**src/rtl/rt_lookup_arbiter_if.sv**
```systemverilog
// Lookup-port bundle between requesters, the routing table port B and the arbiter.
// The slave modport is the arbiter's view; master is the surrounding environment.
`ifndef ADDR_WIDTH
`define ADDR_WIDTH 8
`endif

interface rt_lookup_arbiter_if #(
    parameter int unsigned N_REQ   = 4,
    parameter int unsigned LOG_REQ = 2,
    parameter int unsigned LOG_CTX = 3,
    parameter int unsigned AW      = `ADDR_WIDTH
);
    logic [N_REQ-1:0]         req;
    logic [N_REQ*LOG_CTX-1:0] req_ccid;
    logic [N_REQ*AW-1:0]      req_dest;
    logic [N_REQ-1:0]         gnt;
    logic [LOG_CTX-1:0]       rt_ccid;
    logic [AW-1:0]            rt_dest;
    logic [8:0]               rt_nexthop;
    logic                     resp_valid;
    logic [LOG_REQ-1:0]       resp_id;
    logic [LOG_CTX-1:0]       resp_ccid;
    logic [8:0]               resp_nexthop;
    logic [15:0]              lookup_count;

    modport master (
        output req, req_ccid, req_dest, rt_nexthop,
        input  gnt, rt_ccid, rt_dest, resp_valid, resp_id, resp_ccid, resp_nexthop,
               lookup_count
    );

    modport slave (
        input  req, req_ccid, req_dest, rt_nexthop,
        output gnt, rt_ccid, rt_dest, resp_valid, resp_id, resp_ccid, resp_nexthop,
               lookup_count
    );
endinterface

```
**src/rtl/rt_lookup_arbiter.sv**
```systemverilog
// Round-robin arbiter sharing routing-table lookup port B among N_REQ requesters,
// with a 2-cycle registered response path and a saturating lookup counter.
`ifndef ADDR_WIDTH
`define ADDR_WIDTH 8
`endif

module rt_lookup_arbiter #(
    parameter int unsigned N_REQ   = 4,
    parameter int unsigned LOG_REQ = 2,
    parameter int unsigned LOG_CTX = 3,
    parameter int unsigned AW      = `ADDR_WIDTH
) (
    input  logic               clock,
    input  logic               reset,
    input  logic               enable,
    input  logic               config_done,
    rt_lookup_arbiter_if.slave bus
);

    logic [LOG_REQ-1:0] rr_ptr_q;
    logic [LOG_CTX-1:0] held_ccid_q;
    logic [AW-1:0]      held_dest_q;
    logic               s1_valid_q;
    logic [LOG_REQ-1:0] s1_id_q;
    logic [LOG_CTX-1:0] s1_ccid_q;
    logic               resp_valid_q;
    logic [LOG_REQ-1:0] resp_id_q;
    logic [LOG_CTX-1:0] resp_ccid_q;
    logic [8:0]         resp_nexthop_q;
    logic [15:0]        count_q;

    logic               grant;
    logic               found_hi;
    logic               found_lo;
    logic [LOG_REQ-1:0] idx_hi;
    logic [LOG_REQ-1:0] idx_lo;
    logic [LOG_REQ-1:0] win;
    logic [LOG_CTX-1:0] win_ccid;
    logic [AW-1:0]      win_dest;
    logic [N_REQ-1:0]   gnt;

    // Lowest set index at/after rr_ptr wins; otherwise wrap to the lowest set index overall.
    always_comb begin
        found_hi = 1'b0;
        found_lo = 1'b0;
        idx_hi   = '0;
        idx_lo   = '0;
        for (int i = N_REQ - 1; i >= 0; i--) begin
            if (bus.req[i]) begin
                if (i >= int'(rr_ptr_q)) begin
                    found_hi = 1'b1;
                    idx_hi   = LOG_REQ'(i);
                end
                found_lo = 1'b1;
                idx_lo   = LOG_REQ'(i);
            end
        end
        win   = found_hi ? idx_hi : idx_lo;
        // Gating with reset keeps gnt and the address bus at zero while reset is held.
        grant = reset && enable && config_done && found_lo;
    end

    // Only the winner's fields reach the mux, so idle requesters' fields never propagate.
    always_comb begin
        win_ccid = '0;
        win_dest = '0;
        gnt      = '0;
        for (int i = 0; i < N_REQ; i++) begin
            if (LOG_REQ'(i) == win) begin
                win_ccid = bus.req_ccid[i*LOG_CTX +: LOG_CTX];
                win_dest = bus.req_dest[i*AW +: AW];
                gnt[i]   = grant;
            end
        end
    end

    always_ff @(posedge clock or negedge reset) begin
        if (!reset) begin
            rr_ptr_q       <= '0;
            held_ccid_q    <= '0;
            held_dest_q    <= '0;
            s1_valid_q     <= 1'b0;
            s1_id_q        <= '0;
            s1_ccid_q      <= '0;
            resp_valid_q   <= 1'b0;
            resp_id_q      <= '0;
            resp_ccid_q    <= '0;
            resp_nexthop_q <= '0;
            count_q        <= '0;
        end else begin
            if (grant) begin
                rr_ptr_q    <= (win == LOG_REQ'(N_REQ - 1)) ? '0 : win + LOG_REQ'(1);
                held_ccid_q <= win_ccid;
                held_dest_q <= win_dest;
                s1_id_q     <= win;
                s1_ccid_q   <= win_ccid;
                if (count_q != 16'hFFFF) begin
                    count_q <= count_q + 16'd1;
                end
            end
            s1_valid_q   <= grant;
            // Table output is valid one cycle after the address was sampled.
            resp_valid_q <= s1_valid_q;
            if (s1_valid_q) begin
                resp_id_q      <= s1_id_q;
                resp_ccid_q    <= s1_ccid_q;
                resp_nexthop_q <= bus.rt_nexthop;
            end
        end
    end

    assign bus.gnt          = gnt;
    assign bus.rt_ccid      = grant ? win_ccid : held_ccid_q;
    assign bus.rt_dest      = grant ? win_dest : held_dest_q;
    assign bus.resp_valid   = resp_valid_q;
    assign bus.resp_id      = resp_id_q;
    assign bus.resp_ccid    = resp_ccid_q;
    assign bus.resp_nexthop = resp_nexthop_q;
    assign bus.lookup_count = count_q;

endmodule

```
**src/flat_wrapper.sv**
```systemverilog
// flat-port wrapper written by rule: the top's interface ports become plain ports
module rt_lookup_arbiter_flat 
#(
    parameter int unsigned N_REQ   = 4,
    parameter int unsigned LOG_REQ = 2,
    parameter int unsigned LOG_CTX = 3,
    parameter int unsigned AW      = `ADDR_WIDTH
)
  (clock, reset, enable, config_done, bus_req, bus_req_ccid, bus_req_dest, bus_rt_nexthop, bus_gnt, bus_rt_ccid, bus_rt_dest, bus_resp_valid, bus_resp_id, bus_resp_ccid, bus_resp_nexthop, bus_lookup_count);
  rt_lookup_arbiter_if #(.N_REQ(N_REQ), .LOG_REQ(LOG_REQ), .LOG_CTX(LOG_CTX), .AW(AW)) bus_i ();
  input  logic clock;
  input  logic reset;
  input  logic enable;
  input  logic config_done;
  input wire logic [$bits(bus_i.req)-1:0] bus_req;
  input wire logic [$bits(bus_i.req_ccid)-1:0] bus_req_ccid;
  input wire logic [$bits(bus_i.req_dest)-1:0] bus_req_dest;
  input wire logic [$bits(bus_i.rt_nexthop)-1:0] bus_rt_nexthop;
  output wire logic [$bits(bus_i.gnt)-1:0] bus_gnt;
  output wire logic [$bits(bus_i.rt_ccid)-1:0] bus_rt_ccid;
  output wire logic [$bits(bus_i.rt_dest)-1:0] bus_rt_dest;
  output wire logic [$bits(bus_i.resp_valid)-1:0] bus_resp_valid;
  output wire logic [$bits(bus_i.resp_id)-1:0] bus_resp_id;
  output wire logic [$bits(bus_i.resp_ccid)-1:0] bus_resp_ccid;
  output wire logic [$bits(bus_i.resp_nexthop)-1:0] bus_resp_nexthop;
  output wire logic [$bits(bus_i.lookup_count)-1:0] bus_lookup_count;
  assign bus_i.req = bus_req;
  assign bus_i.req_ccid = bus_req_ccid;
  assign bus_i.req_dest = bus_req_dest;
  assign bus_i.rt_nexthop = bus_rt_nexthop;
  assign bus_gnt = bus_i.gnt;
  assign bus_rt_ccid = bus_i.rt_ccid;
  assign bus_rt_dest = bus_i.rt_dest;
  assign bus_resp_valid = bus_i.resp_valid;
  assign bus_resp_id = bus_i.resp_id;
  assign bus_resp_ccid = bus_i.resp_ccid;
  assign bus_resp_nexthop = bus_i.resp_nexthop;
  assign bus_lookup_count = bus_i.lookup_count;
  rt_lookup_arbiter #(.N_REQ(N_REQ), .LOG_REQ(LOG_REQ), .LOG_CTX(LOG_CTX), .AW(AW)) u_core (.clock(clock), .reset(reset), .enable(enable), .config_done(config_done), .bus(bus_i));
endmodule
```
**config.mk**
```make
export PLATFORM = sky130hd
export DESIGN_NAME = rt_lookup_arbiter_flat
export DESIGN_NICKNAME = d
export VERILOG_FILES = /design/src/rtl/rt_lookup_arbiter_if.sv /design/src/rtl/rt_lookup_arbiter.sv /design/src/flat_wrapper.sv
export SDC_FILE = /design/constraint.sdc
export NUM_CORES = 1
export LEC_CHECK = 0
export CORE_UTILIZATION = 38
export DETAILED_ROUTE_END_ITERATION = 6
export PLACE_DENSITY = 0.76
export SLEW_MARGIN = 15
export SYNTH_ARGS = -nofsm -noshare
export SYNTH_HDL_FRONTEND = slang
export SYNTH_SLANG_ARGS = --single-unit
```
**constraint.sdc**
```tcl
create_clock -name clock -period 4.3 [get_ports clock]
set_clock_uncertainty 0.1 [all_clocks]
set_input_delay 1.29 -clock clock [delete_from_list [all_inputs] [get_ports clock]]
set_output_delay 1.29 -clock clock [all_outputs]
set_load 0.005 [all_outputs]
```
## After elaboration in Yosys (flattened, before gate mapping)

Cells that the tools add are included.

| word-level totals | value |
|---|---|
| flip-flop bits (word level) | 50 |
| output and inout bits | 46 |
| word-level logic and storage cells | 62 |

| cells by class | value |
|---|---|
| $add $sub $neg | 2 |
| $lt $le $gt $ge | 3 |
| equal/unequal tests | 5 |
| multiplexer cells | 36 |
| reduce and logical (&&, ||, !) cells | 5 |

Operators with widths:

| cell | number |
|---|---|
| $mux W8 | 5 |
| $mux W2 | 12 |
| $add A16 B1 Y16 const B | 1 |
| $ne A16 B16 Y1 const B | 1 |
| $mux W3 | 5 |
| $mux W1 | 14 |
| $eq A2 B2 Y1 const A | 2 |
| $ge A1 B2 Y1 const A | 2 |
| $logic_and A1 B1 Y1 | 3 |
| $add A2 B1 Y2 const B | 1 |
| $eq A1 B2 Y1 const A | 1 |
| $eq A2 B2 Y1 const B | 1 |
| $ge A2 B2 Y1 const A | 1 |
| $logic_not A2 Y1 | 1 |
| $reduce_and A2 Y1 | 1 |

## Depth between registers and ports, before layout

Gate-level depths: netlist (run 1).

| logic depth | value |
|---|---|
| depth in word-level cells | 14 |
| mapped depth | 10 |

## Least setup slack after synthesis (run 1)

OpenSTA, ideal clock, no wires.

| timing path | value |
|---|---|
| path type | input port to output port |
| from | input bus_req[3] |
| to | output bus_rt_ccid[0] |
| arrival time | 3.103 ns |
| required time | 2.910 ns |
| slack | -0.193 ns |
| cell stages on the path | 9 |
| buffers on the path | 1 |
| path through | o21ai_0 a221oi_1 inv_1 ha_1 nor2b_1 clkbuf_1 a221oi_1 o311ai_1 o21a_1 |

| between the ends | value |
|---|---|
| longest elaborated chain between the ends | 14 |
| elaborated cells on any way between the ends | 31 |
| classes of those cells | eq/ne (3); mux (26); reduce/logical (2) |

Ends and longest elaborated chain:

| what | RTL line | RTL |
|---|---|---|
| from (decl) | flat_wrapper.sv:15 | `input wire logic [$bits(bus_i.req)-1:0] bus_req;` |
| $mux W2 / $mux W1 (equally long branches) | rt_lookup_arbiter.sv:49 | `if (bus.req[i]) begin` |
| $mux W2 / $mux W1 (equally long branches) | rt_lookup_arbiter.sv:50 | `if (i >= int'(rr_ptr_q)) begin` |
| $mux W2 / $mux W1 (equally long branches) | rt_lookup_arbiter.sv:49 |  |
| $mux W2 / $mux W1 (equally long branches) | rt_lookup_arbiter.sv:50 |  |
| $mux W2 / $mux W1 (equally long branches) | rt_lookup_arbiter.sv:49 |  |
| $mux W2 / $mux W1 (equally long branches) | rt_lookup_arbiter.sv:50 |  |
| $mux W2 / $mux W1 (equally long branches) | rt_lookup_arbiter.sv:49 |  |
| $mux W2 (*) | rt_lookup_arbiter.sv:58 | `win = found_hi ? idx_hi : idx_lo;` |
| via u_core.win[1] | rt_lookup_arbiter.sv:37 | `logic [LOG_REQ-1:0] win;` |
| $logic_not A2 Y1 | rt_lookup_arbiter.sv:69 | `if (LOG_REQ'(i) == win) begin` |
| $mux W3 (3 in a row) | rt_lookup_arbiter.sv:69 |  |
| $mux W3 (*) | rt_lookup_arbiter.sv:69 |  |
| $mux W3 (*) | rt_lookup_arbiter.sv:113 | `assign bus.rt_ccid = grant ? win_ccid : held_ccid_q;` |
| to (decl) | flat_wrapper.sv:20 | `output wire logic [$bits(bus_i.rt_ccid)-1:0] bus_rt_ccid;` |

Mark *: on every way through the listed nets, which the timed path passes. The rest lies on a longest branch.

## Worst setup path in the final report (run 1)

| timing path | value |
|---|---|
| from | input bus_req[0] |
| to | output bus_rt_ccid[2] |

| between the ends | value |
|---|---|
| longest elaborated chain between the ends | 8 |
| elaborated cells on any way between the ends | 15 |
| classes of those cells | eq/ne (3); mux (10); reduce/logical (2) |

Ends and longest elaborated chain:

| what | RTL line |
|---|---|
| $mux W2 / $mux W1 (equally long branches) | rt_lookup_arbiter.sv:49 |
| $mux W2 (*) | rt_lookup_arbiter.sv:58 |
| via u_core.win[1] | rt_lookup_arbiter.sv:37 |
| $logic_not A2 Y1 | rt_lookup_arbiter.sv:69 |
| $mux W3 (3 in a row) | rt_lookup_arbiter.sv:69 |
| $mux W3 (*) | rt_lookup_arbiter.sv:69 |
| $mux W3 (*) | rt_lookup_arbiter.sv:113 |

Marked as above.

==> impl_results.md, run 1 <==
- Wire length reported by the detailed router: 8.10 mm
- Total met3 wirelength after detailed routing: 492 um
- CTS clock-pin slew for the worst setup and hold paths: 90 ps
- Length of routed wiring on met1: between 3 and 4 mm
- Clock tree from TritonCTS: done
- Power Dens Cells: roughly 450 nW/um2
- Type of element capturing the critical path: primary output
- Post-layout nets: about 460
- Final setup TNS: -1190 ps
- Clock latency on the worst-skew pair: 310 ps
- Number of synthesized flops with an enable pin: 0
- Instance area at placement: 3840 um2
- Routed Antenna Nets: 0
- Detailed placement HPWL: 4.83 mm
- I/O pin count: 107
- Area growth, synth to finish: 80.8%
- Leakage: 1.98 nW
- Synthesized net count: 293
- Final core area utilization: 71.4%
- Placeable core region: 6390 um2
- Maximum clock insertion buffer count: 2
- Finish-stage setup viols: 11
- Number of global-route vias before repair: roughly 2400
- Input/output buffers: 106
- Startpoint of the lowest-slack hold path: u_core.s1_id_q[1]
- GRT Overall Usage: 22.1%
- Final-report max-slew violation count: 0
- CP Class: input port to primary output
- Most frequent cells in the layout: sky130_fd_sc_hd__clkdlybuf4s50_1 (84), sky130_fd_sc_hd__dfrtp_1 (50), sky130_fd_sc_hd__buf_4 (41)
- Final period util: 105%
- Effective utilization at floorplan: roughly two fifths
- Pre-CTS setup slack: -1060 ps
- Number of remaining DRC errors: 0
- Signal arrival time at the worst endpoint: 3110 ps
- Total of warnings raised by yosys: 0
- Outcome: complete, but fails checks
- Source of the worst register-to-register timing path: u_core.rr_ptr_q[1]
- Final GP Congestion: 0.827
- Required time reported for the critical path endpoint: 2910 ps
- Dominant delay contributor by cell family on the critical path: compound AO/OA/AOI/OAI gates
- Worst reg2reg setup slack: ~430 ps
- Via count: 2528
- Endpoint, Worst Hold: u_core.s1_id_q[1]
- IR drop worst, VDD: 0.312 mV
- Worst slew margin relative to its limit: a little under three fifths
- Count of cell types in the netlist: 43
- Y dimension of the die: 83.5 um
- Cells along the critical path: buf_8 -> nand3_4 -> a21oi_2 -> a221oi_2 -> inv_2 -> ha_4 -> nor2b_4 -> buf_6 -> a221oi_4 -> o311ai_2 -> o21a_1 -> buf_2
- Commonest non-fill, non-tap cell in the layout: sky130_fd_sc_hd__clkdlybuf4s50_1
- Share of post-route cells with drive strength above 1: 38.6%
- Crit Reg-Reg Endpoint: u_core.s1_ccid_q[2]
- RSZ-0062 raised after global routing: true
- Count of inserted antenna diode cells: 0
- Topmost layer with routed signal wires: met4
- Yosys top cell by area: sky130_fd_sc_hd__dfrtp_1
- Antenna violations before repair: 0
- Syn Inst Count: about 230
- # Max-Cap Violations: 0
- Proportion of netlist area held by the largest area contributor: between 40% and 50%
- Post-synth design cell area: 2520 um2
- Grt total ovfl: 0
- Clock period minus final worst setup slack: 4500 ps
- Maximum number of pins on one net before global-route repair: 51
- Count of buffering cells on the critical path with inverters included: 4
- Number of DRC violations after detailed-routing iteration 0: 64
- Worst min-delay path class: flip-flop to flip-flop
- Hold buffer count at cts: 0
- Top FF cell, synth: sky130_fd_sc_hd__dfrtp_1
- Floorplan row count: 29
- Violations in the final reports: negative setup slack
- Root Buffer Master: sky130_fd_sc_hd__clkbuf_8
- Met2 Wirelength: 4.16 mm
- Critical-path top delay cell: sky130_fd_sc_hd__o311ai_2
- Clock net sink count: 50
- Routed wirelength normalized by instance count: 17.2 um
- Part of the Yosys area used for sequential elements: 49.6%
- Fraction of registers with async set/reset: 100%
- Max Freq: approximately 220 MHz
- Chip Width: 83.5 um
- Worst setup SP type: input port
- Die area: 6970 um2
- Worst Hold Path Cells: 1
- Total non-filler cell area in the finished layout: around 4600 um2
- Largest cells by area after synthesis: sky130_fd_sc_hd__dfrtp_1 (50%), sky130_fd_sc_hd__mux2_2 (6.3%), sky130_fd_sc_hd__a21oi_1 (4.6%), sky130_fd_sc_hd__a221oi_1 (4.2%), sky130_fd_sc_hd__xnor2_1 (3.1%)
- Worst R2R Path Depth: 23
- Count of state elements after synthesis: 50
- Slew @ Worst Pin: about 640 ps
- Max Fanout on Critical Path: 5
- Drt first pass iters: 4
- Worst Setup Slack, final: -199 ps
- Max incr delay on CP: roughly 330 ps
- Inserted Clock Buffers: 5
- Vias/cell: 5.37
- Final hold violation count: 0
- Average instance area after synthesis: 11.1 um2
- Number of H-tree levels: 2
- First-pass GRT wire length: roughly 12 mm
cells by family (layout without fill, tap and decap cells):
kind of cell,Yosys count,after routing,share of synthesized area (%)
AO/OA/AOI/OAI,60,60,16.4
XOR/XNOR,10,10,3.47
adder cells (fa/ha/maj),5,5,2.48
buffers and inverters,25,192,4.27
flip-flops,50,50,49.6
multiplexers,21,21,9.47
AND/OR/NAND/NOR,56,56,14.3
timing repair:
item                       4_1_cts  5_1_grt
setup buffers                   26       13
resized for setup              134       17
pin swaps                       26       19
setup endpoints to repair       15       12
cloned                           2        0
synth_stat cells, types with 4 or more instances:
| cell type | number |
|---|---|
| sky130_fd_sc_hd__dfrtp_1 | 50 |
| sky130_fd_sc_hd__mux2_2 | 14 |
| sky130_fd_sc_hd__xnor2_1 | 9 |
| sky130_fd_sc_hd__nand3_1 | 4 |
| sky130_fd_sc_hd__ha_1 | 5 |
| sky130_fd_sc_hd__a21oi_1 | 23 |
| sky130_fd_sc_hd__inv_1 | 12 |
| sky130_fd_sc_hd__nor2_1 | 10 |
| sky130_fd_sc_hd__a221oi_1 | 12 |
| sky130_fd_sc_hd__and2_1 | 5 |
| sky130_fd_sc_hd__o21a_1 | 7 |
| sky130_fd_sc_hd__mux2_1 | 5 |
| sky130_fd_sc_hd__a211o_1 | 8 |
| sky130_fd_sc_hd__nand2_1 | 10 |
| sky130_fd_sc_hd__nand4_1 | 6 |
| sky130_fd_sc_hd__nor2b_1 | 4 |
| sky130_fd_sc_hd__clkbuf_1 | 7 |
worst register-to-register path, delay by kind of cell, from the launching register on:
kind | cells | cell delay (ps)
adders and majority gates | 1 | 180
AOI/OAI and AO/OA | 4 | 830
and+or+nand+nor | 1 | 130
muxes | 1 | 250
buffers and inverters | 16 | 1770
DFF | 1 | 510
worst max path at each step:
stage	from	end	slack, ps	cells after the start
global route	bus_req[0]	bus_rt_ccid[2]	-280	12
global placement	bus_req[3]	bus_rt_dest[6]	-1010	10
detailed placement	bus_req[3]	bus_rt_ccid[0]	-1060	11
floorplan	bus_req[3]	bus_rt_ccid[0]	20	9
finish	bus_req[0]	bus_rt_ccid[2]	-200	12
CTS	bus_req[3]	bus_rt_ccid[0]	-90	11
per-layer routing:
metal,up-vias,track usage (%)
met5,-,0
met4,0,9.24
met3,20,4.95
met2,105,37.8
met1,1240,26.8
li1,1163,-
stage by stage:
stage	hold slack (ps)	power, mW	cells
floorplan	350	0.992	227
global placement	373	1.37	425
detailed placement	380	1.38	425
CTS	400	1.98	461
global route	422	2.18	471
finish	396	2.07	471
report_power, final:
part           leakage [nW]  internal [mW]  switching [mW]
sequential            0.613          0.593          0.0958
combinational          1.30          0.594           0.391
clock                0.0683          0.233           0.168
total                  1.98           1.42           0.655
area by class of cell:
cell class              count  area (um2)
multi-input cells         152        1420
flip-flops and latches     50        1250
inverters                  14        55.1
clock buffers               5        68.8
repair buffers            170        1600
fillers                   460        1830
well taps                  77        96.3
clock inverters             3        68.8
registers in the layout, summed over array words and instances, names as in the netlist:
| signal | cells |
|---|---|
| u_core.bus.lookup_count | 16 |
| u_core.bus.resp_ccid | 3 |
| u_core.bus.resp_id | 2 |
| u_core.bus.resp_nexthop | 9 |
| u_core.bus.resp_valid | 1 |
| u_core.held_ccid_q | 3 |
| u_core.held_dest_q | 8 |
| u_core.rr_ptr_q | 2 |
| u_core.s1_ccid_q | 3 |
| u_core.s1_id_q | 2 |
| u_core.s1_valid_q | 1 |
Note: power is estimated with default switching activity, not from simulation.
==> run 2, diff against run 1 <==
--- a/config.mk
+++ b/config.mk
@@ -5,6 +5,7 @@
 export SDC_FILE = /design/constraint.sdc
 export NUM_CORES = 1
 export LEC_CHECK = 0
+export CORE_MARGIN = 2
 export CORE_UTILIZATION = 38
 export DETAILED_ROUTE_END_ITERATION = 6
 export PLACE_DENSITY = 0.76
==> run 2 against run 1 <==
Global-route usage decreased by 2.0 points. Clock-buffer cell count increased by 1. Flip-flop and latch count unchanged. Critical endpoint is now bus_rt_dest[5]. Total power decreased by 2.0%. Register-to-register slack got worse by 100 ps. Final cell count increased by 1.7%. The run still ends with negative setup slack left. Highest routed layer unchanged. Non-clock buffer count increased by 8. Routed wire length decreased by 0.16%. Cell area increased by 1.7%. Worst setup slack got worse by 38 ps.
==> impl_results.md, run 2 (same netlist as run 1, synthesis figures left out) <==
- Clock period minus final worst setup slack: 4540 ps (+38.3 ps)
- Sum of internal, switching and leakage power: 2.03 mW (-2.0%)
- Die area: 7310 um2 (+4.8%)
- Number of standard cells in the final layout excluding fillers: 479 (+1.7%)
- Y dimension of the die: 85.5 um (+2.4%)
- CTS clock-pin slew for the worst setup and hold paths: 90 ps (about the same)
- Antenna violations before repair: 0 (unchanged)
- Signal arrival time at the worst endpoint: 3150 ps (+40 ps)
- Maximum clock insertion buffer count: 2 (unchanged)
- Commonest non-fill, non-tap cell in the layout: sky130_fd_sc_hd__clkdlybuf4s50_1
- Outcome: complete, but fails checks
- Capturing instance or port of the critical path: bus_rt_dest[5]
- Post-layout nets: 467 (+1.7%)
- Combinational Power Share: 49.4% (+1.9 points)
- Worst reg2reg setup slack: 330 ps (-100 ps)
- Routed Antenna Nets: 0 (unchanged)
- Most frequent cells in the layout: sky130_fd_sc_hd__clkdlybuf4s50_1 (85), sky130_fd_sc_hd__dfrtp_1 (50), sky130_fd_sc_hd__buf_4 (42)
- Worst min-delay path class: flip-flop to flip-flop
- Final setup TNS: -1540 ps (-349 ps)
- Clock tree from TritonCTS: done
- Detailed placement HPWL: 4.82 mm (-0.17%)
- Number of remaining DRC errors: 0 (unchanged)
- Proportion of power drawn by the clock network: 16.6% (-2.7 points)
- Worst R2R Path Depth: 24 (+4.3%)
- Max Fanout on Critical Path: 5 (unchanged)
- Final core area utilization: 72.6% (+1.2 points)
- Slew @ Worst Pin: 645 ps (+0.0243 ps)
- Startpoint of the most critical setup path: bus_req[0]
- Part of the total power dissipated in sequential elements: 34.0% (+0.8 points)
- Vias/cell: 5.26 (-1.9%)
- Total non-filler cell area in the finished layout: 4640 um2 (+1.7%)
- Power Dens Cells: 438 nW/um2 (-3.6%)
- Violations in the final reports: negative setup slack
- Routed wirelength normalized by instance count: 16.9 um (-1.8%)
- Via count: 2521 (-0.28%)
- Maximum number of pins on one net before global-route repair: 51 (unchanged)
- Required time reported for the critical path endpoint: 2910 ps (about the same)
- Hold buffer count at cts: 0 (unchanged)
- RSZ-0062 raised after global routing: true
- Max FFs per register: 16 (unchanged)
- Clock net sink count: 50 (unchanged)
- Input/output buffers: 106 (unchanged)
- Number of DRC violations after detailed-routing iteration 0: 105 (+64%)
- Area growth, synth to finish: 83.9%
- Count of inserted antenna diode cells: 0 (unchanged)
- Switching share of power: 32.2% (+0.66 points)
- Source of the worst register-to-register timing path: u_core.rr_ptr_q[1]
- Floorplan row count: 29 (unchanged)
- Switching component of the power: 0.655 mW (about the same)
- Cell total after placement: 430 (+1.2%)
- Max Freq: 220 MHz (-0.84%)
- Clock latency on the worst-skew pair: 310 ps (about the same)
- Wire length reported by the detailed router: 8.09 mm (-0.16%)
- Finish-stage setup viols: 12 (+1)
- Instance area at placement: 3880 um2 (+0.98%)
- Number of global-route vias before repair: 2459 (+0.99%)
- Type of element capturing the critical path: primary output
- Grt total ovfl: 0 (unchanged)
- Effective utilization at floorplan: 39.5% (unchanged)
- I/O pin count: 107 (unchanged)
- Worst Setup Slack, final: -237 ps (-38.3 ps)
- Final GP Congestion: 0.775 (-6.3%)
- Root Buffer Master: sky130_fd_sc_hd__clkbuf_8
- Drt first pass iters: 4 (unchanged)
- Placeable core region: 6390 um2 (unchanged)
- Leakage: 2.04 nW (+2.6%)
- Final period util: 106% (+0.89 points)
- Internal power consumption: 1.38 mW (-2.9%)
- # Max-Cap Violations: 0 (unchanged)
- GRT Overall Usage: 20.0% (-2.0 points)
- Final-report max-slew violation count: 0 (unchanged)
- Inserted Clock Buffers: 5 (unchanged)
- Worst slew margin relative to its limit: 57.0% (about the same)
- Crit Reg-Reg Endpoint: u_core.s1_ccid_q[0]
- Chip Width: 85.5 um (+2.4%)
- Worst setup SP type: input port
- Final hold violation count: 0 (unchanged)
- First-pass GRT wire length: 11.6 mm (-4.2%)
- CP Class: input port to primary output
- IR drop worst, VDD: 0.247 mV (-21%)
- Share of post-route cells with drive strength above 1: 38.8% (+0.23 points)
- Number of H-tree levels: 2 (unchanged)
-- run 2: worst max-delay path: stages --
cell	delay (ps)
sky130_fd_sc_hd__buf_12	110
sky130_fd_sc_hd__nand3_2	50
sky130_fd_sc_hd__a21oi_2	70
sky130_fd_sc_hd__a221oi_4	270
sky130_fd_sc_hd__inv_2	110
sky130_fd_sc_hd__ha_2	200
sky130_fd_sc_hd__nor2b_4	130
sky130_fd_sc_hd__buf_6	130
sky130_fd_sc_hd__a221oi_1	350
sky130_fd_sc_hd__a211o_1	190
sky130_fd_sc_hd__a21oi_2	70
sky130_fd_sc_hd__buf_2	150
-- run 2: timing repair --
action / 4_1_cts / 5_1_grt
setup buffers: 34 / 8
endpoints found under the hold margin: 0 / 0
pin swaps: 29 / 12
setup endpoints to repair: 15 / 14
gates cloned: 0 / 1
resized for setup: 132 / 21
-- run 2: worst min path at each step --
stage	startpoint	end	cells past startpoint
finish	u_core.bus.lookup_count[11]	u_core.bus.lookup_count[11]	1
global route	u_core.s1_ccid_q[1]	u_core.s1_ccid_q[1]	1
CTS	u_core.bus.lookup_count[11]	u_core.bus.lookup_count[11]	1
detailed placement	u_core.s1_ccid_q[2]	u_core.s1_ccid_q[2]	1
global placement	u_core.s1_id_q[1]	u_core.s1_id_q[1]	1
floorplan	u_core.s1_id_q[0]	u_core.s1_id_q[0]	2
-- run 2: power by group through the flow --
stage | Combinational, mW | Clock [mW] | Sequential, mW
2_1_floorplan | 0.316 | 0 | 0.676
3_3_place_gp | 0.694 | 0 | 0.681
3_5_place_dp | 0.708 | 0 | 0.689
4_1_cts | 0.876 | 0.343 | 0.683
5_1_grt | 1.07 | 0.364 | 0.705
6_report | 1.00 | 0.337 | 0.691
-- run 2: metal layers --
metal  vias up  GRT usage (%)  wire length, um
li1       1180              -                -
met1      1231           24.0             3200
met2        96           36.2             4250
met3        14           5.06              476
met4         0           4.33              161
met5         -              0                0
-- run 2: area by class of cell --
cell class | count | area (um2)
Clock inverter | 2 | 37.5
Clock buffer | 6 | 72.6
Sequential cell | 50 | 1250
Timing Repair Buffer | 178 | 1690
Fill cell | 440 | 1750
Inverter | 14 | 60.1
Multi-Input combinational cell | 152 | 1430
Tap cell | 77 | 96.3
-- run 2: metrics by stage --
stage | hold WS [ps] | worst slack (ps)
3_5_place_dp | 375 | -1120
6_report | 394 | -237
5_1_grt | 413 | -281
2_1_floorplan | 350 | 15.5
4_1_cts | 396 | -99.4
3_3_place_gp | 368 | -1040
